### config.mk
export PLATFORM = sky130hd
export DESIGN_NAME = fetch_controller
export DESIGN_NICKNAME = d
export VERILOG_FILES = /design/src/rtl/fetch_controller.sv
export SDC_FILE = /design/constraint.sdc
export NUM_CORES = 1
export LEC_CHECK = 0
export ABC_AREA = 1
export CAP_MARGIN = 30
export CORE_ASPECT_RATIO = 1.4
export CORE_MARGIN = 2
export CORE_UTILIZATION = 44
export DETAILED_ROUTE_END_ITERATION = 6
export PLACE_DENSITY = 0.91
export SYNTH_ARGS = -nofsm -noshare
export SYNTH_HDL_FRONTEND = slang
export SYNTH_SLANG_ARGS = --single-unit
### constraint.sdc
create_clock -name clk -period 3.5 [get_ports clk]
set_input_delay 0.7 -clock clk [delete_from_list [all_inputs] [get_ports clk]]
set_output_delay 0.7 -clock clk [all_outputs]
set_load 0.05 [all_outputs]
### src/rtl/fetch_controller.sv
// Instruction fetch controller: drives the PC, issues single outstanding
// imem reads, buffers fetched words for decode, and applies redirects.
//
// Ports:
//   clk, reset          clock; asynchronous active-high reset
//   pc_in               current PC register value
//   pc_control          to PC: 00 hold, 01 incr, 10 branch, 11 jump
//   branch_address      branch target to PC (0 unless redirecting)
//   jump_address        jump target to PC (0 unless redirecting)
//   imem_req/addr       registered read request and address
//   imem_ack/rdata      read completion and data
//   redirect_*          control-flow change request from execute
//   instr_valid/data/pc FIFO head presented to decode
//   instr_ready         decode accepts the head this cycle
module fetch_controller #(
    parameter int ADDR_W    = 16,
    parameter int INSTR_W   = 16,
    parameter int BUF_DEPTH = 2
) (
    input  logic               clk,
    input  logic               reset,
    input  logic [ADDR_W-1:0]  pc_in,
    output logic [1:0]         pc_control,
    output logic [ADDR_W-1:0]  branch_address,
    output logic [ADDR_W-1:0]  jump_address,
    output logic               imem_req,
    output logic [ADDR_W-1:0]  imem_addr,
    input  logic               imem_ack,
    input  logic [INSTR_W-1:0] imem_rdata,
    input  logic               redirect_valid,
    input  logic               redirect_type,
    input  logic [ADDR_W-1:0]  redirect_target,
    output logic               instr_valid,
    output logic [INSTR_W-1:0] instr_data,
    output logic [ADDR_W-1:0]  instr_pc,
    input  logic               instr_ready
);

    localparam int PTR_W = (BUF_DEPTH > 1) ? $clog2(BUF_DEPTH) : 1;
    localparam int CNT_W = $clog2(BUF_DEPTH + 1);
    localparam logic [CNT_W-1:0] FULL = CNT_W'(BUF_DEPTH);

    typedef enum logic {
        IDLE,
        WAIT
    } state_t;

    state_t              state_q, state_d;
    logic                imem_req_q, imem_req_d;
    logic [ADDR_W-1:0]   imem_addr_q, imem_addr_d;
    logic [ADDR_W-1:0]   req_pc_q, req_pc_d;
    logic                discard_q, discard_d;

    logic [INSTR_W-1:0]  data_q [BUF_DEPTH];
    logic [ADDR_W-1:0]   pcs_q  [BUF_DEPTH];
    logic [PTR_W-1:0]    wr_ptr_q, rd_ptr_q;
    logic [CNT_W-1:0]    count_q;

    logic redir;
    logic ack_live;
    logic push;
    logic pop;

    // Reset masks the redirect so the PC sees hold while reset is high.
    assign redir    = redirect_valid & ~reset;
    assign ack_live = (state_q == WAIT) & imem_ack;
    assign push     = ack_live & ~discard_q & ~redir;
    assign pop      = instr_valid & instr_ready;

    assign imem_req  = imem_req_q;
    assign imem_addr = imem_addr_q;

    assign instr_valid = (count_q != '0) & ~redir & ~reset;
    assign instr_data  = data_q[rd_ptr_q];
    assign instr_pc    = pcs_q[rd_ptr_q];

    always_comb begin
        pc_control     = 2'b00;
        branch_address = '0;
        jump_address   = '0;
        if (redir) begin
            pc_control     = {1'b1, redirect_type};
            branch_address = redirect_target;
            jump_address   = redirect_target;
        end else if (push) begin
            pc_control = 2'b01;
        end
    end

    always_comb begin
        state_d     = state_q;
        imem_req_d  = imem_req_q;
        imem_addr_d = imem_addr_q;
        req_pc_d    = req_pc_q;
        discard_d   = discard_q;
        unique case (state_q)
            IDLE: begin
                if (!redir && (count_q < FULL)) begin
                    state_d     = WAIT;
                    imem_req_d  = 1'b1;
                    imem_addr_d = pc_in;
                    req_pc_d    = pc_in;
                    discard_d   = 1'b0;
                end
            end
            WAIT: begin
                if (imem_ack) begin
                    // Ack and redirect together: data dropped via push.
                    state_d    = IDLE;
                    imem_req_d = 1'b0;
                    discard_d  = 1'b0;
                end else if (redir) begin
                    // Let the read finish later, but drop its data.
                    discard_d = 1'b1;
                end
            end
            default: begin
                state_d    = IDLE;
                imem_req_d = 1'b0;
            end
        endcase
    end

    always_ff @(posedge clk or posedge reset) begin
        if (reset) begin
            state_q     <= IDLE;
            imem_req_q  <= 1'b0;
            imem_addr_q <= '0;
            req_pc_q    <= '0;
            discard_q   <= 1'b0;
        end else begin
            state_q     <= state_d;
            imem_req_q  <= imem_req_d;
            imem_addr_q <= imem_addr_d;
            req_pc_q    <= req_pc_d;
            discard_q   <= discard_d;
        end
    end

    always_ff @(posedge clk or posedge reset) begin
        if (reset) begin
            wr_ptr_q <= '0;
            rd_ptr_q <= '0;
            count_q  <= '0;
        end else if (redir) begin
            wr_ptr_q <= '0;
            rd_ptr_q <= '0;
            count_q  <= '0;
        end else begin
            if (push) begin
                wr_ptr_q <= wr_ptr_q + 1'b1;
            end
            if (pop) begin
                rd_ptr_q <= rd_ptr_q + 1'b1;
            end
            unique case ({push, pop})
                2'b10:   count_q <= count_q + 1'b1;
                2'b01:   count_q <= count_q - 1'b1;
                default: count_q <= count_q;
            endcase
        end
    end

    // Storage needs no reset: entries are only read when count says valid.
    always_ff @(posedge clk) begin
        if (push) begin
            data_q[wr_ptr_q] <= imem_rdata;
            pcs_q[wr_ptr_q]  <= req_pc_q;
        end
    end

endmodule
==> metrics <==
worst path arrival time=roughly 2300 ps; core region area=about 8100 sq um; Overflow after GRT=0; Worst Setup SP=redirect_valid; H-tree levels=3; worst path bufs/invs=3; Fmax=337.2 MHz; TNS Setup=0 ps; Hold Buf Count CTS=0; port bufs=approximately 140; postcts setup bufs=0; worst skew pair latency=~340 ps; status=finished clean; clk slew on worst S/H paths=60 ps; post-route cell area=between 5000 and 6000 sq um; Routability Congestion=0.8218; starting density of the core=44.58%; initial DRC count=139; antenna violations before repair=0; worst hold-check path type=flip-flop to flip-flop; min-delay src=req_pc_q[3]; drt first pass iters=4; vias in the first global route=between 2000 and 3000; Die W=80.34 um; Post-synth EDFFs=64; post-synth top area share=53.54%; Placed Area=5231 sq um; Primary FF master, synth=edfxtp_1; Detailed Route WL=8403 um; cell taking the most area after synthesis=edfxtp_1; largest net degree at the start of global routing=33; Worst Tran Pin Value=about 760 ps; share of layout cells above drive strength 1=a little under a fifth; Clock Skews=3.396 ps; # rows=39; Ys Warns=0; CP Launch Type=input pin; nature of the critical path endpoint=output port; Max Cap Violations=0; Synth area leaders=edfxtp_1 54%, nand2_1 17%, dfrtp_1 16%; Final ANT Viol Nets=0; total CTS buffers=9; register bit count reported by yosys=87; power per cell area=around 800 nW/um^2; Final min period=2966 ps; Worst path max stage delay=790 ps; Synth-to-Final Area Change=52.77%; post-layout util=between 60% and 70%; gr usage total=20.64%; crit path cell chain=clkdlybuf4s50_1, nor2_1, nand2_1, inv_1, clkdlybuf4s50_1; Detail Placement HPWL=between 6000 and 7000 um; clock buffer depth=2; TritonCTS clock tree=yes; R2R Path Start=state_q; Async SR Flop Fraction=26.44%; ANT cells=0; Setup CP Type=input pin to output port; # DRC=0; final hold vios=0; DR vias=2749; Post-Syn Instances=342; vias per cell=roughly 4.8; cell family with most CP delay=buffers and inverters; num ports=between 100 and 150; count of clock tree sinks=87; pre-CTS setup slack=530.8 ps; crit path max fanout=2; global-route wire length before repair=13680 um; Unique masters post-synth=22; Fill cells=567; die area=8907 sq um; Seq/Total Area, Yosys=69.57%; RSZ-0062 raised after global routing=no; Nets=523; Setup-failing EPs final=0; Final WS setup=534.4 ps; Die H=about 110 um; WP data required=around 2800 ps; most frequent CP cell=clkdlybuf4s50_1; leak pwr=2.425 nW; Relative slew margins=49.15%; top-count cell post-synth=nand2_1; total power=4.379 mW; maximum VDD drop=0.0004453 V; period utilization=84.73%; CTS Root Cell=clkbuf_16; syn nets=396; top cells by count, synth=163 x nand2_1, 64 x edfxtp_1, 23 x dfrtp_1, 23 x inv_1, 23 x nor2_1; Avg Inst Size Synth=10.50 sq um; Avg WL per Cell=14.59 um; max-slew violation count=0; Slowest-stage cell, CP=clkdlybuf4s50_1; # resized after CTS=0; Synth Cell Area=3590 sq um
report_power, final:
group	internal, mW	total (mW)	switching, mW
Sequential	1.43	1.59	0.159
Clock	0.478	0.821	0.343
Combinational	0.599	1.97	1.37
Total	2.51	4.38	1.87
cell usage in the layout (no fill, tap or decap), types with 2 or more instances in the layout:
cell type,count
nand2_1,163
clkdlybuf4s50_1,71
edfxtp_1,64
buf_4,39
buf_12,34
inv_1,23
dfrtp_1,23
nor2_1,21
clkbuf_16,9
clkbuf_1,5
a21oi_1,4
inv_4,2
nand3_1,2
clkinv_1,2
nor2_4,2
o21bai_1,2
logic make-up (layout without fill, tap and decap cells):
family / after synthesis / after routing / synth area share [%]
and+or+nand+nor: 191 / 191 / 20.77
DFF: 87 / 87 / 69.57
buffers and inverters: 55 / 187 / 8.121
AOI/OAI and AO/OA: 9 / 9 / 1.534
worst reg2reg max path: cells and delay by family, from the launching register on:
kind                   cells  cell delay (ps)
and+or+nand+nor            3              480
DFF                        1              460
buffers and inverters      2              500
path summary, 6_finish.rpt:
check                                to  slack [ps]  depth (start not counted)
min in group asynchronous    count_q[0]         800                          3
max in group asynchronous  req_pc_q[10]        2470                          3
min reg2reg                 pcs_q[0][3]         500                          0
min                         pcs_q[0][3]         500                          0
max                         instr_valid         530                          5
max reg2reg                 pcs_q[1][4]        1670                          5
state kept, by name (all words and copies together), names as in the netlist:
register   count
req_pc_q      16
data_q        32
state_q        1
discard_q      1
pcs_q         32
count_q        2
imem_req       1
wr_ptr_q       1
rd_ptr_q       1
metrics by stage:
step                      std cells  hold slack (ps)
after floorplan                 342            470.3
after global placement          560            476.7
after detailed placement        560            487.1
after CTS                       576            499.4
after global routing            576            513.1
final                           576            495.4
area by class of cell:
type	count	area, sq um	share of cell area [%]
multi-input cells	200	815.8	14.88
well taps	102	127.6	2.327
inverters	27	106.4	1.939
flip-flops and latches	87	2497	45.54
clock inverters	2	8.758	0.1597
clock buffers	14	244.0	4.449
repair buffers	144	1684	30.71
routing by layer:
metal  vias up  part of all wire (%)  GRT usage (%)
met3        22                   7.7          7.003
met5         -                     0              0
met1      1282                    35          20.51
met4         0                   3.4          10.17
met2       123                    54          37.06
li1       1322                     -              -
(Power assumes the default switching activity.)
